$ cat config.mk
export PLATFORM = sky130hd
export DESIGN_NAME = sprite_engine
export DESIGN_NICKNAME = d
export VERILOG_FILES = /design/src/rtl/sprite_engine.sv
export SDC_FILE = /design/constraint.sdc
export NUM_CORES = 1
export LEC_CHECK = 0
export CAP_MARGIN = 10
export CELL_PAD_IN_SITES_DETAIL_PLACEMENT = 1
export CELL_PAD_IN_SITES_GLOBAL_PLACEMENT = 2
export CORE_ASPECT_RATIO = 1.5
export CORE_UTILIZATION = 33
export CTS_BUF_LIST = sky130_fd_sc_hd__clkbuf_16
export CTS_CLUSTER_SIZE = 8
export DETAILED_ROUTE_END_ITERATION = 10
export PLACE_DENSITY = 0.95
export SETUP_SLACK_MARGIN = 0.02
export SYNTH_ARGS = -nofsm -noshare
export SYNTH_HDL_FRONTEND = slang
export SYNTH_SLANG_ARGS = --single-unit
$ cat constraint.sdc
create_clock -name clk -period 6.8 [get_ports clk]
set_input_delay 1.02 -clock clk [delete_from_list [all_inputs] [get_ports clk]]
set_output_delay 1.02 -clock clk [all_outputs]
set_load 0.02 [all_outputs]
$ cat src/rtl/sprite_engine.sv
// sprite_engine: per-pixel sprite overlay stage between the SVGA timing
// generator and the palette lookup. Three-stage pixel pipeline plus a
// once-per-frame bouncing position update driven by vertical sync.
module sprite_engine #(
  parameter int unsigned          SCREEN_W     = 800,
  parameter int unsigned          SCREEN_H     = 600,
  parameter int unsigned          SPRITE_W     = 32,
  parameter int unsigned          SPRITE_H     = 32,
  parameter int unsigned          ADDR_WIDTH   = 10,
  parameter int unsigned          DATA_WIDTH   = 8,
  parameter logic [DATA_WIDTH-1:0] TRANSPARENT = 8'h00,
  parameter logic [DATA_WIDTH-1:0] BG_INDEX    = 8'h01,
  parameter int unsigned          START_X      = 0,
  parameter int unsigned          START_Y      = 0,
  parameter int unsigned          STEP_X       = 1,
  parameter int unsigned          STEP_Y       = 1,
  parameter logic                 VSYNC_ACTIVE = 1'b1
) (
  input  logic                  clk,
  input  logic                  reset,
  input  logic [10:0]           pixel_x,
  input  logic [9:0]            pixel_y,
  input  logic                  video_enable,
  input  logic                  hsync_in,
  input  logic                  vsync_in,
  input  logic                  move_en,
  input  logic [DATA_WIDTH-1:0] vram_data,
  output logic [ADDR_WIDTH-1:0] vram_addr,
  output logic [DATA_WIDTH-1:0] pixel_index,
  output logic                  pixel_valid,
  output logic                  hsync_out,
  output logic                  vsync_out,
  output logic [10:0]           sprite_x,
  output logic [9:0]            sprite_y
);

  localparam int unsigned XBITS = $clog2(SPRITE_W);
  localparam int unsigned YBITS = $clog2(SPRITE_H);
  localparam logic [10:0] MAX_X = 11'(SCREEN_W - SPRITE_W);
  localparam logic [9:0]  MAX_Y = 10'(SCREEN_H - SPRITE_H);
  localparam logic        SYNC_IDLE = ~VSYNC_ACTIVE;

  typedef enum logic [1:0] {WAIT_VS, MOVE_X, MOVE_Y} state_t;

  state_t state, state_nx;
  logic [10:0] sprite_x_nx;
  logic [9:0]  sprite_y_nx;
  logic        dir_x, dir_x_nx, dir_y, dir_y_nx;
  logic        vs_q;

  logic             hit1, en1, hs1, vs1;
  logic             hit2, en2, hs2, vs2;
  logic [11:0]      px_w, py_w, sx_w, sy_w, sx_end, sy_end;
  logic             hit_c;
  logic [XBITS-1:0] dx_c;
  logic [YBITS-1:0] dy_c;
  logic [DATA_WIDTH-1:0] index_c;
  logic             vs_edge_c;
  logic [11:0]      x_fwd;
  logic [10:0]      y_fwd;

  // Sprite window test with 12-bit sums so the right/bottom edge cannot wrap
  always_comb begin
    px_w   = {1'b0, pixel_x};
    py_w   = {2'b00, pixel_y};
    sx_w   = {1'b0, sprite_x};
    sy_w   = {2'b00, sprite_y};
    sx_end = sx_w + 12'(SPRITE_W);
    sy_end = sy_w + 12'(SPRITE_H);
    hit_c  = video_enable && (px_w >= sx_w) && (px_w < sx_end) &&
             (py_w >= sy_w) && (py_w < sy_end);
    dx_c   = XBITS'(pixel_x) - XBITS'(sprite_x);
    dy_c   = YBITS'(pixel_y) - YBITS'(sprite_y);
  end

  // Transparency and background selection for the output stage
  always_comb begin
    index_c = '0;
    if (en2) begin
      if (hit2 && (vram_data != TRANSPARENT)) index_c = vram_data;
      else                                     index_c = BG_INDEX;
    end
  end

  // Three-stage pixel pipeline: address, memory-latency alignment, output
  always_ff @(posedge clk) begin
    if (reset) begin
      hit1        <= 1'b0;
      en1         <= 1'b0;
      hs1         <= SYNC_IDLE;
      vs1         <= SYNC_IDLE;
      vram_addr   <= '0;
      hit2        <= 1'b0;
      en2         <= 1'b0;
      hs2         <= SYNC_IDLE;
      vs2         <= SYNC_IDLE;
      pixel_index <= '0;
      pixel_valid <= 1'b0;
      hsync_out   <= SYNC_IDLE;
      vsync_out   <= SYNC_IDLE;
    end else begin
      hit1        <= hit_c;
      en1         <= video_enable;
      hs1         <= hsync_in;
      vs1         <= vsync_in;
      vram_addr   <= hit_c ? ADDR_WIDTH'({dy_c, dx_c}) : '0;
      hit2        <= hit1;
      en2         <= en1;
      hs2         <= hs1;
      vs2         <= vs1;
      pixel_index <= index_c;
      pixel_valid <= en2;
      hsync_out   <= hs2;
      vsync_out   <= vs2;
    end
  end

  // Movement FSM state, position and direction registers
  always_ff @(posedge clk) begin
    if (reset) begin
      state    <= WAIT_VS;
      sprite_x <= 11'(START_X);
      sprite_y <= 10'(START_Y);
      dir_x    <= 1'b1;
      dir_y    <= 1'b1;
      vs_q     <= SYNC_IDLE;
    end else begin
      state    <= state_nx;
      sprite_x <= sprite_x_nx;
      sprite_y <= sprite_y_nx;
      dir_x    <= dir_x_nx;
      dir_y    <= dir_y_nx;
      vs_q     <= vsync_in;
    end
  end

  // Next-state and bounce logic; one axis per cycle after the vsync edge
  always_comb begin
    state_nx    = state;
    sprite_x_nx = sprite_x;
    sprite_y_nx = sprite_y;
    dir_x_nx    = dir_x;
    dir_y_nx    = dir_y;
    vs_edge_c   = (vsync_in == VSYNC_ACTIVE) && (vs_q != VSYNC_ACTIVE);
    x_fwd       = {1'b0, sprite_x} + 12'(STEP_X);
    y_fwd       = {1'b0, sprite_y} + 11'(STEP_Y);
    case (state)
      WAIT_VS: begin
        if (vs_edge_c && move_en) state_nx = MOVE_X;
      end
      MOVE_X: begin
        if (dir_x) begin
          if (x_fwd >= {1'b0, MAX_X}) begin
            sprite_x_nx = MAX_X;
            dir_x_nx    = 1'b0;
          end else begin
            sprite_x_nx = x_fwd[10:0];
          end
        end else begin
          if (sprite_x <= 11'(STEP_X)) begin
            sprite_x_nx = '0;
            dir_x_nx    = 1'b1;
          end else begin
            sprite_x_nx = sprite_x - 11'(STEP_X);
          end
        end
        state_nx = MOVE_Y;
      end
      MOVE_Y: begin
        if (dir_y) begin
          if (y_fwd >= {1'b0, MAX_Y}) begin
            sprite_y_nx = MAX_Y;
            dir_y_nx    = 1'b0;
          end else begin
            sprite_y_nx = y_fwd[9:0];
          end
        end else begin
          if (sprite_y <= 10'(STEP_Y)) begin
            sprite_y_nx = '0;
            dir_y_nx    = 1'b1;
          end else begin
            sprite_y_nx = sprite_y - 10'(STEP_Y);
          end
        end
        state_nx = WAIT_VS;
      end
      default: state_nx = WAIT_VS;
    endcase
  end

endmodule

== Word level (Yosys, flattened, before mapping) ==
Cells that the tools add are included.

* Add/sub/neg operators: 8
* Order comparisons: 8
* Equality and inequality tests: 3
* Muxes and demuxes: 15
* Bitwise logic cells: 4
* Reduce and logical (&&, ||, !) cells: 12

{| class="wikitable"
|+ Operators by type and width
! operator !! number
|-
| 11-bit two-way mux || 3
|-
| 10-bit two-way mux || 3
|-
| 11-bit by 1-bit adder with 12-bit output (second input constant) || 1
|-
| 11-bit by 6-bit adder with 12-bit output (second input constant) || 1
|-
| 12-bit by 10-bit >= comparator with 1-bit output (second input constant) || 1
|-
| 11-bit by 12-bit < comparator with 1-bit output || 1
|-
| 10-bit by 1-bit adder with 11-bit output (second input constant) || 1
|-
| 10-bit by 6-bit adder with 11-bit output (second input constant) || 1
|-
| 11-bit by 10-bit >= comparator with 1-bit output (second input constant) || 1
|-
| 11-bit >= comparator || 1
|-
| 11-bit by 1-bit <= comparator with 1-bit output (second input constant) || 1
|-
| 10-bit by 11-bit < comparator with 1-bit output || 1
|-
| 11-bit by 1-bit subtractor with 11-bit output (second input constant) || 1
|-
| 10-bit >= comparator || 1
|-
| 10-bit by 1-bit <= comparator with 1-bit output (second input constant) || 1
|-
| 10-bit by 1-bit subtractor with 10-bit output (second input constant) || 1
|-
| 5-bit subtractor || 2
|-
| 8-bit nonzero test || 1
|-
| 1-bit logical AND || 7
|-
| 1-bit two-way mux || 7
|-
| 1-bit inverter || 4
|-
| 2-bit one-hot mux with 2 select lines || 1
|-
| 2-bit OR reduction || 2
|-
| 3-bit OR reduction || 1
|-
| 5 further kinds || 5
|}

* Register bits: 54
* Output and inout bits: 42

== Longest topological paths before layout ==
Gate-level depths: netlist (run 1).

* Word-level depth: 7
* Mapped depth: 12

== Worst setup path before layout (run 1) ==
Ideal clock, no wire load.

* Kind: input port to flip-flop
* Start: input port pixel_x[0]
* End: register vram_addr[2]
* Library setup time: 0.119 ns
* Arrival: 2.674 ns
* Path slack: 4.007 ns
* Stages: 10
* Cells stage by stage: inv_1 -> ha_1 -> fa_1 -> nor2b_1 -> o21ai_0 -> a2111oi_0 -> o21ai_0 -> nand4_1 -> buf_6 -> nor3_2

* Word-level cells in the longest chain between the ends: 7

{| class="wikitable"
|+ Ends and longest elaborated chain
! element !! RTL line !! RTL
|-
| start, declared || 21 || <nowiki>input logic [10:0] pixel_x,</nowiki>
|-
| 11-bit >= comparator || 70 || <nowiki>hit_c = video_enable && (px_w >= sx_w) && (px_w < sx_end) &&</nowiki>
|-
| 1-bit logical AND (3 in a row) || 70 ||
|-
| 1-bit logical AND || 71 || <nowiki>(py_w >= sy_w) && (py_w < sy_end);</nowiki>
|-
| 1-bit inverter (no source line) || n/a ||
|-
| 2-bit OR reduction (no source line) || n/a ||
|-
| end signal, assigned || 106 || <nowiki>vram_addr <= hit_c ? ADDR_WIDTH'({dy_c, dx_c}) : '0;</nowiki>
|-
| end, declared || 28 || <nowiki>output logic [ADDR_WIDTH-1:0] vram_addr,</nowiki>
|}

Parallel ways exist; a longest one is shown, timed or not.
A chain may end at the register's enable or synchronous reset.

== Worst setup path in the final report (run 1) ==
* Start: input port pixel_x[0]
* End: register vram_addr[8]

* Word-level cells in the longest chain between the ends: 7

{| class="wikitable"
|+ Ends and longest elaborated chain
! element !! RTL line
|-
| 11-bit >= comparator || 70
|-
| 1-bit logical AND || 70
|-
| 1-bit logical AND (*) (2 in a row) || 70
|-
| 1-bit logical AND (*) || 71
|-
| 1-bit inverter (no source line) (*) || n/a
|-
| 2-bit OR reduction (no source line) (*) || n/a
|}

Mark *: on every way between the ends. The rest lies on a longest branch, timed or not.

==> results of run 1 <==
flip-flops by register name (all words and copies together) (netlist names), 2 cells and up:
signal,count
sprite_y,10
state,2
vram_addr,10
sprite_x,11
pixel_index,8
metrics by stage:
step	instance area (um2)	hold WS (ps)	setup WS [ps]	total power, uW	cells
after global placement	4780	423	3120	517	685
after floorplan	3990	414	4010	456	486
after CTS	4960	460	3290	825	693
after detailed placement	4780	437	2980	521	685
final	4960	451	3350	819	693
after global routing	4960	471	3050	855	693
how the worst max path moves through the flow:
stage / start / cells after the start / end / slack, ps
finish: pixel_x[0] / 10 / vram_addr[8] / 3350
floorplan: pixel_x[0] / 10 / vram_addr[2] / 4010
CTS: pixel_x[0] / 10 / vram_addr[8] / 3290
global route: pixel_x[0] / 10 / vram_addr[8] / 3050
global placement: pixel_x[0] / 10 / vram_addr[8] / 3120
detailed placement: pixel_x[0] / 10 / vram_addr[8] / 2980
layer usage:
layer,global-route usage (%),routed length [um]
met5,0,0
met4,10.2,353
met3,2.61,352
met2,40.3,7280
met1,21.7,4790
where the power goes:
group | internal (uW) | switching (uW)
logic | 81.2 | 93.3
registers | 323 | 16.4
clock network | 177 | 128
cell type report:
class / count / area share, %
clock buffer: 5 / 2.52
clock inverter: 3 / 0.984
inverter: 37 / 2.80
multi-input combinational: 367 / 52.6
sequential: 54 / 21.8
tap: 150 / 3.79
timing repair buffer: 77 / 15.5
worst max-delay path, cell delays in order:
cell and delay, ps:
clkdlybuf4s50_1 450, inv_1 40, ha_1 220, fa_1 390, nor2b_1 190, o21ai_0 130, a2111oi_0 390, o21ai_0 190
nand4_1 390, and3b_1 230
cell usage after synthesis (3+ instances only):
| library cell | n |
|---|---|
| nor2b_1 | 18 |
| a211oi_1 | 4 |
| and3_1 | 11 |
| or4_1 | 5 |
| dfxtp_1 | 54 |
| clkbuf_1 | 11 |
| a221o_1 | 3 |
| buf_4 | 5 |
| inv_1 | 35 |
| o31a_1 | 3 |
| nor3_1 | 14 |
| or2_2 | 3 |
| nand4_1 | 10 |
| buf_6 | 4 |
| nor4_2 | 3 |
| a21o_1 | 7 |
| nand3_1 | 24 |
| o211ai_1 | 5 |
| and2_1 | 4 |
| a311oi_1 | 3 |
| nand2_1 | 25 |
| ha_1 | 42 |
| xnor2_1 | 18 |
| a31oi_1 | 13 |
| o21ai_0 | 34 |
| nand2b_1 | 5 |
| nor2_1 | 29 |
| a2111oi_0 | 3 |
| a221oi_1 | 5 |
| or3_1 | 6 |
| buf_2 | 6 |
| a21oi_1 | 24 |
| nor4_1 | 9 |
cells by family after synthesis:
kind of cell / count (synthesis)
AND/OR/NAND/NOR: 181
AO/OA/AOI/OAI: 122
buffers and inverters: 65
flip-flops: 54
adder cells (fa/ha/maj): 44
XOR/XNOR: 19
multiplexers: 1
==> flow_metrics.tcl, run 1 <==
set metrics [dict create \
    yosysUniqueCellTypes 65 \
    dp_hpwl_um 9940 \
    synth_area_um2 3990 \
    p_per_area_nw_per_um2 165 \
    synth_simple_gate_area_share_pct 26.0 \
    ff2ff_setup_slack_ps 3380 \
    synth_top_cell_by_area "dfxtp_1" \
    setup_viol 0 \
    rsz0062_at_grt "no" \
    synth-seq-cells 54 \
    cts_sinks 54 \
    ios 77 \
    r2r-end "vram_addr[8]" \
    fin_util_pct 42.5 \
    reg2reg_from "sprite_x[5]" \
    cts.path.max_buffers 2 \
    fp.dieW_um 91.8 \
    die_h_um 137 \
    multiInputGateArea_um2 2610 \
    final_common_cell "clkdlybuf4s50_1" \
    syn_nets 565 \
    cts.repair.resized 0 \
    drtIter0Drc 111 \
    cts_max_level 2 \
    startpoint_type "primary input" \
    syn_area_per_cell_um2 8.21 \
    grt_max_degree 32 \
    layout-drive-gt1-share_pct 5.52 \
    yosys_warnings 0 \
    slew_headroom_pct 36.2 \
    layout_common_cells "clkdlybuf4s50_1 (76), dfxtp_1 (54), ha_1 (42)" \
    drv_slew 0 \
    synth-main-ff-cell "dfxtp_1" \
    dieArea_um2 12500 \
    critPathKind "in2reg" \
    drc_errors 0 \
    cts_root_buf "clkbuf_16" \
    worstMarginPinSlew_ps 955 \
    drt-pass1-iter-count 4 \
    nFillCells 1382 \
    status "finished, final reports clean" \
    fin_crit_sh_pct 50.8 \
    whs_endpoint "hs2" \
    n_antenna_cell 0 \
    synth-edff-count 0 \
    fin_skew_ps 6.31 \
    p_leak_uw 0.00181 \
    seq_area_frac_synth_pct 27.1 \
    clk_pin_slew_ps 80 \
    synth_area_leaders "dfxtp_1 (27%), ha_1 (13%), o21ai_0 (4.3%)" \
    clkLatencyLatePin_ps 300 \
    antenna_found_initial 0 \
    hold_depth 1 \
    synth_mux_area_share_pct 0.282 \
    post-cts-setup-buffers 0 \
    cts_tree "done" \
    drv_cap 0 \
    critical_path_required_ps 6990 \
    synthXorXnorAreaFrac_pct 4.17 \
    synthArstFlopShare_pct 0 \
    ir_drop_uv 94.4 \
    wl_um 12800 \
    post-route-min-period_ps 3450 \
    wl_per_cell_um 18.4 \
    place.gp.congestion 0.884 \
    clock.fmax_mhz 290 \
    layout.nets 621 \
    first_global_vias 4134 \
    end_kind "flip-flop" \
    syn_inst 486 \
    regArea_um2 1080 \
    yosysTopAreaCellShare_pct 27.1 \
    hold_buffers 0 \
    synth_compound_area_share_pct 20.7 \
    grt_use_total_pct 20.7 \
    synth_adder_area_share_pct 14.2 \
    reg2reg_depth 10 \
    crit_arrival_ps 3650 \
    cts_buffers 5 \
    initial_core_util_pct 34.2 \
    gr-total-overflow 0 \
    cp_max_fo 11 \
    core_area_um2 11700 \
    vias_per_cell 5.67 \
    final_hold_viol_count 0 \
    grt_first_pass_wirelength_um 20400 \
    hp-class "reg2reg" \
    synthToLayoutAreaGrowth_pct 24.2 \
    ant_nets 0 \
    io_buffers 76 \
    fin_tns_setup_ps 0 \
    rows 48 \
    vias 3928 \
    min_from "hs1" \
    synth_top_family_by_area "simple AND/OR/NAND/NOR gates" \
]
No activity file was read; power rests on OpenSTA's default activity.
==> run 2, diff against run 1 <==
CORE_UTILIZATION = 31   (was 33)
PLACE_DENSITY = 0.91   (was 0.95)
clock period = 3.3 ns   (was 6.8 ns; I/O delays follow)
==> run 2 against run 1 <==
- die area up 6.3%
- global-route usage down 0.64 points
- first-iteration DRC count down 21%
- largest cell class unchanged
- core utilization down 2.2 points
- clock power up 84%
- setup slack worse by 3000 ps
==> flow_metrics.tcl, run 2 (same netlist as run 1, synthesis figures left out) <==
set metrics [dict create \
    fin_crit_sh_pct 88.7 \
    cts_tree "done" \
    final_common_cell "clkdlybuf4s50_1" \
    vias_per_cell 5.56 \
    cts.path.max_buffers 2 \
    critPathKind "reg2reg" \
    post-route-min-period_ps 2930 \
    end_kind "flip-flop" \
    grt_first_pass_wirelength_um 21000 \
    setup_viol 0 \
    cts_root_buf "clkbuf_16" \
    crit_arrival_ps 3160 \
    cts_max_level 2 \
    p_leak_uw 0.00187 \
    clkLatencyLatePin_ps 300 \
    dp_worst_setup_slack_ps 203 \
    antenna_found_initial 0 \
    io_buffers 76 \
    drv_slew 0 \
    synthToLayoutAreaGrowth_pct 26.5 \
    rows 50 \
    die_h_um 141 \
    gr-total-overflow 0 \
    cts_sinks 54 \
    initial_core_util_pct 31.9 \
    combinationalPowerShare_pct 23.2 \
    layout-drive-gt1-share_pct 7.90 \
    first_global_vias 4216 \
    wl_per_cell_um 18.2 \
    fin_util_pct 40.3 \
    top_register "sprite_x" \
    hp-class "reg2reg" \
    dp_hpwl_um 10400 \
    clock.fmax_mhz 342 \
    rsz0062_at_grt "no" \
    fin_tns_setup_ps 0 \
    ir_drop_uv 199 \
    final_hold_viol_count 0 \
    layout_common_cells "clkdlybuf4s50_1 (76), dfxtp_1 (54), ha_1 (42)" \
    drtIter0Drc 88 \
    critical_path_required_ps 3540 \
    drt-pass1-iter-count 4 \
    p_per_area_nw_per_um2 323 \
    core_area_um2 12500 \
    p_seq_share_pct 42.4 \
    grt_max_degree 31 \
    status "finished, final reports clean" \
    place.gp.congestion 0.847 \
    cts.repair.resized 0 \
    ant_nets 0 \
    layout.nets 635 \
    drv_cap 0 \
    vias 3961 \
    power.share.clock_pct 34.4 \
    worstMarginPinSlew_ps 1000 \
    fp.dieW_um 94.6 \
    finalWorstSetupSlack_ps 373 \
    ios 77 \
    wl_um 13000 \
    grt_use_total_pct 20.1 \
    cp_max_fo 7 \
    slew_headroom_pct 32.9 \
    holdWs_ps 441 \
    dieArea_um2 13300 \
    largest_reg_flops 11 \
    n_antenna_cell 0 \
    netSwitchingFraction_pct 31.0 \
    clk_pin_slew_ps 80 \
    cts_buffers 5 \
    top_regs "sprite_x (11), sprite_y (10), vram_addr (10)" \
    startpoint_type "flip-flop" \
    power.switching_uw 504 \
    stdcell_count 713 \
    post-cts-setup-buffers 0 \
    dp_cells 705 \
    fin_skew_ps 3.44 \
    p_int_uw 1130 \
    hold_buffers 0 \
    drc_errors 0 \
]
run 2: changes by cell type in the layout (fill, tap and decap cells not counted), sizes merged:
cell,previous run,this run
clkinv,0,1
buf,1,15
bufinv,1,0
run 2: routing by layer:
| metal | vias up | GRT usage, % | part of all wire (%) |
|---|---|---|---|
| met5 | - | 0 | 0 |
| met4 | 0 | 8.93 | 3.3 |
| met3 | 32 | 2.05 | 2.2 |
| met2 | 80 | 38.3 | 56 |
| met1 | 1930 | 21.5 | 39 |
| li1 | 1919 | - | - |
run 2: worst paths after layout:
kind                                      to  cells after the start         from  slack, ps
worst max-delay path            vram_addr[2]                     11  sprite_x[6]        370
worst min-delay path               vsync_out                      1          vs2        440
worst max register to register  vram_addr[2]                     11  sprite_x[6]        370
worst min register to register     vsync_out                      1          vs2        440
run 2: cell type report:
cell class,count,area [um2]
clock buffer,5,125
clock inverter,3,25.0
fill,1517,7470
inverter,37,139
multi-input combinational,367,2610
sequential,54,1080
tap,156,195
timing repair buffer,91,873
run 2: through the flow:
stage | total power (uW) | instance area, um2
final | 1630 | 5050
after global routing | 1710 | 5050
after CTS | 1640 | 5050
after detailed placement | 1080 | 4900
after global placement | 1070 | 4900
after floorplan | 939 | 3990
run 2: power by group through the flow:
stage               clock network (uW)  registers [uW]  logic, uW
floorplan                            0             706        233
global placement                     0             706        365
detailed placement                   0             706        378
CTS                                571             691        380
global route                       595             695        417
finish                             560             691        378
run 2: critical path, stage by stage, from the launching register on:
cell	delay (ps)
dfxtp_1	520
ha_1	280
nand3_1	110
xnor2_1	150
ha_1	300
a21o_1	160
a21o_1	170
a221o_1	320
a311oi_1	250
nand4_1	240
buf_4	230
nor3_2	130
==> run 3, diff against run 2 <==
ABC_AREA = 1   (was unset)
CORE_UTILIZATION = 29   (was 31)
==> run 3 against run 2 <==
- the run now ends with DRC left
- setup slack improved by 160 ps
- non-clock buffer count fell by 9
- sequential share of layout area fell by 0.18 points
- via count rose by 2.5%
- maximum frequency rose by 5.8%
- synthesized area rose by 0.50%
- wire length rose by 0.22%
- synthesized cell count rose by 19%
- register-to-register slack improved by 160 ps
- critical path type unchanged
==> flow_metrics.tcl, run 3 <==
set metrics [dict create \
    cts_tree "done" \
    top_regs "sprite_x (11), sprite_y (10), vram_addr (10)" \
    drtIter0Drc 98 \
    slowest_delay_ps 510 \
    crit_arrival_ps 2980 \
    clock.fmax_mhz 362 \
    layout-drive-gt1-share_pct 8.70 \
    setup_viol 0 \
    p_leak_uw 0.00225 \
    ff2ff_setup_slack_ps 530 \
    fin_crit_sh_pct 83.8 \
    top_register "sprite_x" \
    drv_cap 0 \
    grt_max_degree 20 \
    die_h_um 146 \
    finalInstanceArea_um2 5090 \
    cp_top_family "simple AND/OR/NAND/NOR gates" \
    wl_um 13000 \
    p_per_area_nw_per_um2 309 \
    worstSetupPathDepth 10 \
    drv_slew 0 \
    n_antenna_cell 0 \
    vias_per_cell 4.97 \
    grt_first_pass_wirelength_um 21100 \
    r2r-end "vram_addr[0]" \
    initial_core_util_pct 29.8 \
    clkLatencyLatePin_ps 300 \
    ys_top_cells_by_count "nand2_1 (113), nor2_1 (77), inv_1 (66)" \
    synth-edff-count 0 \
    startpoint_type "flip-flop" \
    rsz0062_at_grt "no" \
    antenna_found_initial 0 \
    clk_pin_slew_ps 80 \
    final_common_cell "nand2_1" \
    syn_inst 579 \
    rows 52 \
    crit_buf_inv 0 \
    wl_per_cell_um 15.9 \
    synth-main-ff-cell "dfxtp_1" \
    yosys_warnings 0 \
    cts.repair.resized 0 \
    yosys.cell_count.top_type "nand2_1" \
    ir_drop_uv 188 \
    vias 4062 \
    layout_common_cells "nand2_1 (113), nor2_1 (77), clkdlybuf4s50_1 (76)" \
    dp_hpwl_um 10800 \
    core_area_um2 13500 \
    violations "DRC" \
    largest_reg_flops 11 \
    cp-endpoint "vram_addr[0]" \
    nFillCells 1706 \
    cts_root_buf "clkbuf_16" \
    cts_sinks 54 \
    drt-pass1-iter-count 9 \
    cts_max_level 2 \
    hold_buffers 0 \
    fin_util_pct 37.8 \
    synth-seq-cells 54 \
    cts_buffers 5 \
    ios 77 \
    end_kind "flip-flop" \
    dieArea_um2 14300 \
    io_buffers 76 \
    reg2reg_depth 10 \
    yosysTopAreaCellShare_pct 27.0 \
    slew_headroom_pct 58.0 \
    yosysUniqueCellTypes 41 \
    synthToLayoutAreaGrowth_pct 26.9 \
    place.gp.congestion 0.866 \
    status "finished with violations" \
    fp.dieW_um 98.0 \
    cts.path.max_buffers 2 \
    final_hold_viol_count 0 \
    post-cts-setup-buffers 0 \
    fin_skew_ps 11.4 \
    synth_area_um2 4010 \
    grt_use_total_pct 18.6 \
    post-route-min-period_ps 2770 \
    gr-total-overflow 0 \
    synth_top_cell_by_area "dfxtp_1" \
    critPathKind "reg2reg" \
    syn_nets 658 \
    syn_area_per_cell_um2 6.93 \
    cp_max_fo 11 \
    layout.nets 733 \
    crit_slowest_cell "dfxtp_1" \
    hp-class "reg2reg" \
    critPathLaunch "sprite_x[5]" \
    synth_area_leaders "dfxtp_1 (27%), ha_1 (13%), nand2_1 (11%)" \
    synthArstFlopShare_pct 0 \
    reg2reg_from "sprite_x[5]" \
    path_cells "ha_1 -> nand2_1 -> nor2_1 -> xor2_1 -> ha_1 -> a21oi_1 -> o21ai_1 -> nor3b_2 -> nand3b_1 -> nor2_1" \
    first_global_vias 4392 \
    ant_nets 0 \
    fin_tns_setup_ps 0 \
    critical_path_required_ps 3510 \
    seq_area_frac_synth_pct 27.0 \
    worstMarginPinSlew_ps 628 \
    drc_errors 5 \
    place_area_um2 4940 \
]
run 3: cell count changes after synthesis, moves of 8 or more:
cell / before / now
a21oi_1: 24 / 46
a31oi_1: 13 / 1
and3_1: 11 / 0
inv_1: 35 / 66
nand2_1: 25 / 113
nand2_2: 0 / 9
nor2_1: 29 / 77
nor2_2: 1 / 12
nor2b_1: 18 / 0
o21ai_0: 34 / 26
xnor2_1: 18 / 3
xor2_1: 1 / 27
run 3: stage by stage:
step	hold WS [ps]	worst slack (ps)	std cells	power, uW
after CTS	413	501	817	1590
after detailed placement	400	366	809	1040
final	408	535	817	1570
after global routing	432	280	817	1660
after floorplan	388	1090	579	904
after global placement	394	509	809	1030
run 3: layer usage:
| layer | vias up | global-route usage (%) | part of all wire (%) |
|---|---|---|---|
| met4 | 0 | 8.71 | 3.5 |
| li1 | 2028 | - | - |
| met5 | - | 0 | 0 |
| met3 | 30 | 1.77 | 2.9 |
| met2 | 80 | 36.8 | 55 |
| met1 | 1924 | 19.2 | 39 |
run 3: worst min path at each step:
| stage | from | to | slack (ps) | depth (start not counted) |
|---|---|---|---|---|
| 2_1_floorplan | en1 | en2 | 390 | 2 |
| 3_5_place_dp | vs2 | vsync_out | 400 | 2 |
| 5_1_grt | vs2 | vsync_out | 430 | 2 |
| 3_3_place_gp | hs1 | hs2 | 390 | 2 |
| 4_1_cts | hs2 | hsync_out | 410 | 2 |
| 6_report | hs2 | hsync_out | 410 | 2 |
run 3: power breakdown:
group          internal [uW]  switching, uW  leakage, uW  total (uW)
clock network            290            258    0.0000759         547
registers                666           20.2     0.000438         686
logic                    143            194      0.00174         337
run 3: worst min-delay path: stages, from the launching register on:
cell     delay [ps]
dfxtp_1         300
inv_1            40
nor2_1           30
run 3: layout make-up:
| type | count | area, um2 | share of cell area, % |
|---|---|---|---|
| Clock buffer | 5 | 125 | 2.46 |
| Clock inverter | 3 | 28.8 | 0.565 |
| Inverter | 76 | 287 | 5.63 |
| Multi-Input combinational cell | 435 | 2560 | 50.3 |
| Sequential cell | 54 | 1080 | 21.2 |
| Tap cell | 162 | 203 | 3.98 |
| Timing Repair Buffer | 82 | 806 | 15.8 |
run 3: logic make-up (layout without fill, tap and decap cells):
family / Yosys count / count (layout) / share of synthesized area (%)
buffers and inverters: 90 / 166 / 9.20
XOR/XNOR: 30 / 30 / 6.55
flip-flops: 54 / 54 / 27.0
AO/OA/AOI/OAI: 88 / 88 / 12.0
adder cells (fa/ha/maj): 44 / 44 / 14.1
AND/OR/NAND/NOR: 273 / 273 / 31.1
